<file path="src/rtl/seq_detect_param_if.sv">
// Signal bundle between a bit-stream source/config master and the pattern detector.
interface seq_detect_param_if #(
  parameter int MAX_LEN = 8,
  parameter int CNT_W   = 8
);
  localparam int LEN_W = $clog2(MAX_LEN + 1);

  logic               en;
  logic               cfg_load;
  logic [MAX_LEN-1:0] cfg_pattern;
  logic [LEN_W-1:0]   cfg_len;
  logic               cfg_overlap;
  logic               din;
  logic               din_valid;
  logic               cnt_clr;
  logic               detect;
  logic [CNT_W-1:0]   match_cnt;
  logic [1:0]         state;

  modport master (
    output en, cfg_load, cfg_pattern, cfg_len, cfg_overlap, din, din_valid, cnt_clr,
    input  detect, match_cnt, state
  );

  modport slave (
    input  en, cfg_load, cfg_pattern, cfg_len, cfg_overlap, din, din_valid, cnt_clr,
    output detect, match_cnt, state
  );
endinterface

</file>
<file path="src/rtl/seq_detect_param.sv">
// Moore serial-pattern detector: programmable pattern/length, overlap mode, saturating match counter.
// Detect is the registered MATCH state, one clk after the completing bit; no backpressure, din_valid qualifies input.
module seq_detect_param #(
  parameter int                 MAX_LEN     = 8,
  parameter int                 CNT_W       = 8,
  parameter logic [MAX_LEN-1:0] RST_PATTERN = 'b1010,
  parameter int                 RST_LEN     = 4,
  parameter bit                 RST_OVERLAP = 1'b1
) (
  input logic               clk,
  input logic               rst_n,
  seq_detect_param_if.slave bus
);
  localparam int LEN_W = $clog2(MAX_LEN + 1);

  typedef enum logic [1:0] {
    IDLE  = 2'd0,
    FILL  = 2'd1,
    ARMED = 2'd2,
    MATCH = 2'd3
  } state_e;

  state_e             state_q, state_d;
  logic [MAX_LEN-1:0] hist_q, hist_d;
  logic [LEN_W-1:0]   fill_q, fill_d;
  logic [MAX_LEN-1:0] pat_q;
  logic [LEN_W-1:0]   len_q;
  logic               ovl_q;
  logic [CNT_W-1:0]   cnt_q, cnt_d;

  logic               accept;
  logic [MAX_LEN:0]   hist_ext;
  logic [MAX_LEN-1:0] hist_nx;
  logic [MAX_LEN-1:0] len_mask;
  logic [LEN_W-1:0]   fill_nx;
  logic [LEN_W-1:0]   len_clamp;
  logic               hit;

  // Look-ahead of history/fill as if the current bit were accepted.
  always_comb begin
    accept   = bus.en & bus.din_valid & ~bus.cfg_load;
    hist_ext = {hist_q, bus.din};
    hist_nx  = hist_ext[MAX_LEN-1:0];
    fill_nx  = (fill_q >= len_q) ? len_q : fill_q + LEN_W'(1);
    len_mask = '0;
    for (int i = 0; i < MAX_LEN; i++) begin
      len_mask[i] = (LEN_W'(i) < len_q);
    end
    hit = (fill_nx == len_q) && (((hist_nx ^ pat_q) & len_mask) == '0);
  end

  always_comb begin
    len_clamp = bus.cfg_len;
    if (bus.cfg_len == '0) begin
      len_clamp = LEN_W'(1);
    end else if (bus.cfg_len > LEN_W'(MAX_LEN)) begin
      len_clamp = LEN_W'(MAX_LEN);
    end
  end

  always_comb begin
    state_d = state_q;
    hist_d  = hist_q;
    fill_d  = fill_q;
    if (!bus.en) begin
      state_d = IDLE;
      hist_d  = '0;
      fill_d  = '0;
    end else if (bus.cfg_load) begin
      state_d = FILL;
      hist_d  = '0;
      fill_d  = '0;
    end else begin
      if (accept) begin
        hist_d = hist_nx;
        fill_d = fill_nx;
      end
      unique case (state_q)
        IDLE: state_d = FILL;
        FILL: begin
          if (accept) begin
            if (hit)                   state_d = MATCH;
            else if (fill_nx == len_q) state_d = ARMED;
            else                       state_d = FILL;
          end
        end
        ARMED: begin
          if (accept && hit) state_d = MATCH;
        end
        MATCH: begin
          if (accept && hit) state_d = MATCH;
          else               state_d = ovl_q ? ARMED : FILL;
        end
        default: state_d = IDLE;
      endcase
      // Non-overlap mode discards the bits that formed the match.
      if (accept && hit && !ovl_q && state_q != IDLE) begin
        hist_d = '0;
        fill_d = '0;
      end
    end
  end

  always_comb begin
    cnt_d = cnt_q;
    if (bus.cnt_clr) begin
      cnt_d = '0;
    end else if (state_d == MATCH && cnt_q != '1) begin
      cnt_d = cnt_q + CNT_W'(1);
    end
  end

  always_ff @(posedge clk or negedge rst_n) begin
    if (!rst_n) begin
      state_q <= IDLE;
      hist_q  <= '0;
      fill_q  <= '0;
      cnt_q   <= '0;
      pat_q   <= RST_PATTERN;
      len_q   <= LEN_W'(RST_LEN);
      ovl_q   <= RST_OVERLAP;
    end else begin
      state_q <= state_d;
      hist_q  <= hist_d;
      fill_q  <= fill_d;
      cnt_q   <= cnt_d;
      if (bus.cfg_load) begin
        pat_q <= bus.cfg_pattern;
        len_q <= len_clamp;
        ovl_q <= bus.cfg_overlap;
      end
    end
  end

  assign bus.detect    = (state_q == MATCH);
  assign bus.match_cnt = cnt_q;
  assign bus.state     = state_q;

endmodule

</file>
<file path="src/flat_wrapper.sv">
// flat-port wrapper written by rule: the top's interface ports become plain ports
module seq_detect_param_flat 
#(
  parameter int                 MAX_LEN     = 8,
  parameter int                 CNT_W       = 8,
  parameter logic [MAX_LEN-1:0] RST_PATTERN = 'b1010,
  parameter int                 RST_LEN     = 4,
  parameter bit                 RST_OVERLAP = 1'b1
)
  (clk, rst_n, bus_en, bus_cfg_load, bus_cfg_pattern, bus_cfg_len, bus_cfg_overlap, bus_din, bus_din_valid, bus_cnt_clr, bus_detect, bus_match_cnt, bus_state);
  seq_detect_param_if #(.MAX_LEN(MAX_LEN), .CNT_W(CNT_W)) bus_i ();
  input logic clk;
  input logic rst_n;
  input wire logic [$bits(bus_i.en)-1:0] bus_en;
  input wire logic [$bits(bus_i.cfg_load)-1:0] bus_cfg_load;
  input wire logic [$bits(bus_i.cfg_pattern)-1:0] bus_cfg_pattern;
  input wire logic [$bits(bus_i.cfg_len)-1:0] bus_cfg_len;
  input wire logic [$bits(bus_i.cfg_overlap)-1:0] bus_cfg_overlap;
  input wire logic [$bits(bus_i.din)-1:0] bus_din;
  input wire logic [$bits(bus_i.din_valid)-1:0] bus_din_valid;
  input wire logic [$bits(bus_i.cnt_clr)-1:0] bus_cnt_clr;
  output wire logic [$bits(bus_i.detect)-1:0] bus_detect;
  output wire logic [$bits(bus_i.match_cnt)-1:0] bus_match_cnt;
  output wire logic [$bits(bus_i.state)-1:0] bus_state;
  assign bus_i.en = bus_en;
  assign bus_i.cfg_load = bus_cfg_load;
  assign bus_i.cfg_pattern = bus_cfg_pattern;
  assign bus_i.cfg_len = bus_cfg_len;
  assign bus_i.cfg_overlap = bus_cfg_overlap;
  assign bus_i.din = bus_din;
  assign bus_i.din_valid = bus_din_valid;
  assign bus_i.cnt_clr = bus_cnt_clr;
  assign bus_detect = bus_i.detect;
  assign bus_match_cnt = bus_i.match_cnt;
  assign bus_state = bus_i.state;
  seq_detect_param #(.MAX_LEN(MAX_LEN), .CNT_W(CNT_W), .RST_PATTERN(RST_PATTERN), .RST_LEN(RST_LEN), .RST_OVERLAP(RST_OVERLAP)) u_core (.clk(clk), .rst_n(rst_n), .bus(bus_i));
endmodule
</file>
<file path="config.mk">
export PLATFORM = sky130hd
export DESIGN_NAME = seq_detect_param_flat
export DESIGN_NICKNAME = d
export VERILOG_FILES = /design/src/rtl/seq_detect_param_if.sv /design/src/rtl/seq_detect_param.sv /design/src/flat_wrapper.sv
export SDC_FILE = /design/constraint.sdc
export NUM_CORES = 1
export LEC_CHECK = 0
export CORE_UTILIZATION = 38
export CTS_BUF_LIST = sky130_fd_sc_hd__clkbuf_4 sky130_fd_sc_hd__clkbuf_8
export CTS_CLUSTER_SIZE = 16
export DETAILED_ROUTE_END_ITERATION = 16
export GPL_ROUTABILITY_DRIVEN = 1
export PLACE_DENSITY = 0.68
export REMOVE_ABC_BUFFERS = 1
export SETUP_SLACK_MARGIN = 0.5
export SYNTH_ARGS = -nofsm -noshare
export SYNTH_HDL_FRONTEND = slang
export SYNTH_SLANG_ARGS = --single-unit
</file>
<file path="constraint.sdc">
create_clock -name clk -period 3.7 [get_ports clk]
set_input_delay 1.11 -clock clk [delete_from_list [all_inputs] [get_ports clk]]
set_output_delay 1.11 -clock clk [all_outputs]
set_load 0.05 [all_outputs]
</file>
==> metrics.txt, run 1 <==
Peak Freq 317 MHz; DR iter-0 viols 102; die width 73.6 µm; initial antenna violation count 0; PD cells 376 nW/µm²; Initial Util 40.4%; fin crit share 85.2%; Syn Std Cell Area 1950 µm²; TritonCTS Buffers 5; Synth cell types 46; Worst-Margin Slew 0.859 ns; Die H 73.6 µm; vias in the first global route 1,601; worst path required time 3.88 ns; core area 4820 µm²; post-DP HPWL 3.09 mm; drt via density 5.37; CP max stage cell a221o_2; min-delay worst type flop to flop; Clk Tree Root Cell clkbuf_8; full die area 5420 µm²; Syn Inst Count 192; vias 1,643; ys flop type dfrtp_1; H-tree depth 2; reg2reg setup slack 0.74 ns; GRT Total Usage 18.3%; Cell Rows 25; asr flop ratio synth 100%; worst reg2reg path depth 10; syn_area_per_cell 10.1 µm²; CTS sink count 34; critical path type input pin to flop; post-synthesis sequential area ratio 43.9%; PortBufs 30; drt pass-1 iters 4; Nets 264; Slew HR 42.7%; Hold Crit Endpoint u_core.pat_q[7]; DRC viols 0; most frequent cells in the layout 30 x dfrtp_1, 29 x clkdlybuf4s50_1, 13 x o21ai_0, 13 x nor2_1, 12 x buf_4; CTS max path bufs 2; EDFF count, synth 0; largest net degree at the start of global routing 35; hold_ws 0.532 ns; Setup WS post-layout 0.548 ns; CP top delay family compound AO/OA/AOI/OAI gates; clk slew on worst S/H paths 0.07 ns; CP arrival 3.33 ns; GR Overflow Total 0; Hold Path Stages 1; CTS tree yes; CP endpoint kind flop; Worst path max stage delay 0.42 ns; CP cell instances buf_8 -> xnor2_4 -> buf_6 -> buf_6 -> nand3_2 -> o32a_1 -> or3b_4 -> a221o_2 -> nor3b_4 -> mux2_4; r2r endpoint u_core.fill_q[3]; most frequent CP cell buf_6; first-pass GRT wire length 7.40 mm; Final Skew 0.00732 ns; P&R area growth vs syn 36.9%; diode count 0; antenna viol nets, final 0; most common cell after layout, fill and taps aside dfrtp_1; Startpoint Class input pin; worst path buffer plus inverter count 3; leak pwr 1.11 nW; Final Hold Vio Count 0; max-cap violations 0; Setup Viol. Count Final 0; dpl ws -0.281 ns; outcome finished clean; RSZ-0062 raised after global routing yes; Hold Startpoint u_core.pat_q[7]; min cycle time layout 3.15 ns; worst vdd ir 0.338 mV; Max Fanout on Critical Path 5; I/O pins 31; drt wl/cell 14.5 µm; clock latency on the worst-skew pair 0.29 ns; synthesized flop and latch total 34; GPL Wtd Cong 0.820; hold_buf cts 0; routed wire length 4.44 mm; Slew Viols, Final 0; layout cells sized above 1 25.1%; synth warn 0; # fillers 439; Reg-to-Reg Start u_core.fill_q[0]
==> logic make-up after synthesis <==
group	Yosys count	synth area share [%]
XOR/XNOR	13	6.94
buffers and inverters	15	3.28
multiplexers	13	7.45
AND/OR/NAND/NOR	61	17.3
AO/OA/AOI/OAI	50	17.2
flip-flops	34	43.9
adder cells (fa/ha/maj)	6	3.85
==> flip-flops by register name (all words and copies together), names as in the netlist <==
register and cells:
u_core.hist_q 7, u_core.ovl_q 1, u_core.bus.state 2, u_core.bus.match_cnt 8
u_core.pat_q 8, u_core.len_q 4, u_core.fill_q 4
==> per-layer routing <==
layer,vias to the layer above,track usage [%],part of all wire (%),wire [µm]
li1,795,-,-,-
met3,9,4.25,4.4,195
met2,38,28.2,49,2160
met1,801,24.0,45,1990
met5,-,0,0,0
met4,0,9.40,2.0,90
==> Yosys cell counts, types with 2 or more instances <==
library cell	n	area, µm²
or3_1	2	12.5
xnor2_1	8	70.1
inv_1	7	26.3
mux2_2	12	135
nand4_1	2	12.5
and3_1	3	18.8
a22o_1	9	78.8
or4_1	3	22.5
clkbuf_1	6	22.5
o31ai_1	3	22.5
o22ai_1	2	12.5
nor3_1	3	15.0
nand3_1	8	40.0
nor2_1	14	52.6
nor2b_1	4	25.0
a21o_1	2	15.0
a21oi_1	11	55.1
ha_1	6	75.1
nand2_1	7	26.3
nand2b_1	5	31.3
o21ai_0	13	65.1
xor2_1	3	26.3
dfstp_2	4	105
dfrtp_1	30	751
nand3b_1	3	22.5
or2_2	2	12.5
==> metrics by stage <==
| step | util (%) | cells | power, W | setup TNS (ns) | cell area [µm²] |
|---|---|---|---|---|---|
| floorplan | - | 185 | 0.000495 | 0 | 1910 |
| global placement | 49.0 | 290 | 0.000557 | -1.67 | 2360 |
| detailed placement | 49.0 | 290 | 0.000559 | -1.88 | 2360 |
| CTS | 53.8 | 305 | 0.000996 | 0 | 2590 |
| global route | 55.4 | 306 | 0.00105 | 0 | 2670 |
| finish | 55.4 | 306 | 0.00100 | 0 | 2670 |
==> timing repair <==
action	CTS	global route
cloned	1	0
endpoints found under the setup margin	9	8
setup buffers	6	1
gates resized for setup	15	15
pin swaps	15	7
==> report_power, final <==
part           internal [W]  switching [W]
registers          0.000391      0.0000184
clock network      0.000287       0.000137
logic             0.0000861      0.0000812
==> how the worst max path moves through the flow <==
stage | end | depth (start not counted) | start
6_report | u_core.bus.match_cnt[0] | 10 | bus_din
4_1_cts | u_core.bus.match_cnt[0] | 9 | bus_din
2_1_floorplan | u_core.bus.match_cnt[0] | 7 | bus_din
3_5_place_dp | u_core.bus.match_cnt[0] | 8 | bus_din
3_3_place_gp | u_core.bus.match_cnt[7] | 8 | bus_din
5_1_grt | u_core.bus.match_cnt[2] | 13 | bus_din
==> layout make-up <==
| cell class | count | area (µm²) | share of cell area (%) |
|---|---|---|---|
| Sequential cell | 34 | 856 | 32.1 |
| Multi-Input combinational cell | 144 | 1120 | 42.2 |
| Clock buffer | 6 | 82.6 | 3.10 |
| Clock inverter | 2 | 60.1 | 2.25 |
| Tap cell | 67 | 83.8 | 3.14 |
| Timing Repair Buffer | 45 | 429 | 16.1 |
| Inverter | 8 | 30.0 | 1.13 |
Note: power is estimated with default switching activity, not from simulation.
==> run 2: changes to the inputs <==
--- a/config.mk
+++ b/config.mk
@@ -5,6 +5,7 @@
 export SDC_FILE = /design/constraint.sdc
 export NUM_CORES = 1
 export LEC_CHECK = 0
+export CORE_MARGIN = 4
 export CORE_UTILIZATION = 38
 export CTS_BUF_LIST = sky130_fd_sc_hd__clkbuf_4 sky130_fd_sc_hd__clkbuf_8
 export CTS_CLUSTER_SIZE = 16
@@ -13,6 +14,7 @@
 export PLACE_DENSITY = 0.68
 export REMOVE_ABC_BUFFERS = 1
 export SETUP_SLACK_MARGIN = 0.5
+export SLEW_MARGIN = 20
 export SYNTH_ARGS = -nofsm -noshare
 export SYNTH_HDL_FRONTEND = slang
 export SYNTH_SLANG_ARGS = --single-unit
==> run 2 against run 1 <==
  * Via count is 3.3% higher
  * Register-to-register slack worse by 0.03 ns
  * Worst setup slack worse by 0.13 ns
  * Utilization is 1.3 points lower
  * Hold slack worse by 0.00098 ns
  * Largest power group is now registers
  * Combinational power is 4% higher
  * Clock skew is 0.00070 ns lower
  * Critical path depth is 1 lower
  * Total power is 13% lower
  * Maximum frequency is 3.8% lower
  * Routed wire length is 3.6% higher
  * Global-route usage is 3.2 points lower
==> metrics.txt, run 2 (synthesis results as in run 1) <==
outcome finished clean; core area 4850 µm² (+0.65%); Finished Core Util 54.1% (-1.3 points); GRT Total Usage 15.1% (-3.2 points); DR iter-0 viols 112 (+9.8%); CP cell instances buf_8 -> xnor2_4 -> buf_4 -> o22ai_1 -> or4_4 -> or3b_4 -> a221o_2 -> nor3b_4 -> mux2_4; Area after DPL 2370 µm² (+0.64%); worst path buffer plus inverter count 2 (-1); CTS max path bufs 2 (unchanged); Worst path max stage delay 0.49 ns (+0.07 ns); fin crit share 88.6% (+3.4 points); layout cells sized above 1 24.2% (-0.94 points); Clk Tree Root Cell clkbuf_8; max-cap violations 0 (unchanged); leak pwr 1.09 nW (-2.0%); drt via density 5.53 (+3.0%); clock latency on the worst-skew pair 0.29 ns (about the same); Die H 79.6 µm (+8.2%); CP max stage cell or4_4; hold_ws 0.531 ns (-0.000981 ns); non-filler cells, final 307 (+0.33%); post-DP HPWL 3.12 mm (+0.82%); I/O pins 31 (unchanged); clk slew on worst S/H paths 0.06 ns (about the same); CTS tree yes; Peak Freq 305 MHz (-3.8%); vias 1,697 (+3.3%); Cell Rows 25 (unchanged); H-tree depth 2 (unchanged); worst path required time 3.87 ns (about the same); min-delay worst type flop to flop; critical path type input pin to flop; CTS sink count 34 (unchanged); worst vdd ir 0.225 mV (-33%); routed wire length 4.60 mm (+3.6%); Final Hold Vio Count 0 (unchanged); # fillers 430 (-2.1%); most common cell after layout, fill and taps aside dfrtp_1; GR Overflow Total 0 (unchanged); most frequent cells in the layout 30 x dfrtp_1, 29 x clkdlybuf4s50_1, 15 x buf_4; drt wl/cell 15.0 µm (+3.3%); initial antenna violation count 0 (unchanged); vias in the first global route 1,633 (+2.0%); antenna viol nets, final 0 (unchanged); PD cells 332 nW/µm² (-12%); Slew Viols, Final 0 (unchanged); hold_buf cts 0 (unchanged); P&R area growth vs syn 34.6%; full die area 6340 µm² (+17%); TritonCTS Buffers 5 (unchanged); first-pass GRT wire length 7.57 mm (+2.2%); Worst-Margin Slew 0.878 ns (+0.0183 ns); Slew HR 41.5% (-1.2 points); final instance area 2620 µm² (-1.7%); Max Fanout on Critical Path 5 (unchanged); CP endpoint kind flop; CP top delay family simple AND/OR/NAND/NOR gates; GPL Wtd Cong 0.854 (+4.1%); Nets 265 (+0.38%); min cycle time layout 3.28 ns (+0.125 ns); PortBufs 30 (unchanged); Startpoint Class input pin; largest net degree at the start of global routing 35 (unchanged); CP arrival 3.45 ns (+0.12 ns); DRC viols 0 (unchanged); diode count 0 (unchanged); placed cell count 292 (+0.69%); die width 79.6 µm (+8.2%); Final Skew 0.00661 ns (-0.000702 ns); Setup Viol. Count Final 0 (unchanged); RSZ-0062 raised after global routing yes; drt pass-1 iters 4 (unchanged); Initial Util 40.2% (-0.26 points)
==> run 2: path summary, 6_finish.rpt <==
path	from	to	slack, ns	cells after the start
worst max-delay path	bus_din	u_core.bus.match_cnt[0]	0.42	9
min in group asynchronous	rst_n	u_core.len_q[0]	1.23	2
worst max register to register	u_core.len_q[2]	u_core.fill_q[3]	0.71	9
max in group asynchronous	rst_n	u_core.pat_q[1]	2.13	2
worst min-delay path	u_core.hist_q[6]	u_core.hist_q[6]	0.53	1
worst min register to register	u_core.hist_q[6]	u_core.hist_q[6]	0.53	1
==> run 2: timing repair <==
item,in CTS,in global routing
pin swaps,13,8
resized for setup,16,12
setup endpoints to repair,9,8
cloned,1,0
setup buffers,5,1
==> run 2: final cells by class <==
cell class / count / area [µm²] / area share (%)
tap: 67 / 83.8 / 3.20
clock buffer: 8 / 91.3 / 3.48
multi-input combinational: 144 / 1130 / 43.2
timing repair buffer: 46 / 429 / 16.4
sequential: 34 / 856 / 32.6
inverter: 8 / 30.0 / 1.15
==> run 2: power by group <==
group | internal, W | switching [W] | leakage [nW]
Sequential | 0.000392 | 0.0000183 | 0.440
Combinational | 0.0000874 | 0.0000854 | 0.598
Clock | 0.000156 | 0.000132 | 0.0498
==> run 2: worst register-to-register path: cells and delay by family, from the launching register on <==
| family | cells | cell delay (ns) |
|---|---|---|
| adder cells (fa/ha/maj) | 1 | 0.23 |
| AND/OR/NAND/NOR | 1 | 0.23 |
| buffers and inverters | 2 | 0.32 |
| flip-flops | 1 | 0.57 |
| AO/OA/AOI/OAI | 5 | 1.59 |
==> run 2: stage by stage <==
stage | total power (W) | setup TNS [ns] | setup WS, ns
finish | 0.000870 | 0 | 0.422
detailed placement | 0.000560 | -1.80 | -0.276
floorplan | 0.000495 | 0 | 0.361
global placement | 0.000558 | -1.59 | -0.243
global route | 0.000915 | 0 | 0.389
CTS | 0.000862 | 0 | 0.386
==> run 2: metal layers <==
layer,track usage [%],up-vias,share of wire (%)
li1,-,802,-
met1,19.4,835,45
met2,24.5,52,49
met3,3.95,8,4.6
met4,5.67,0,1.0
met5,0,-,0
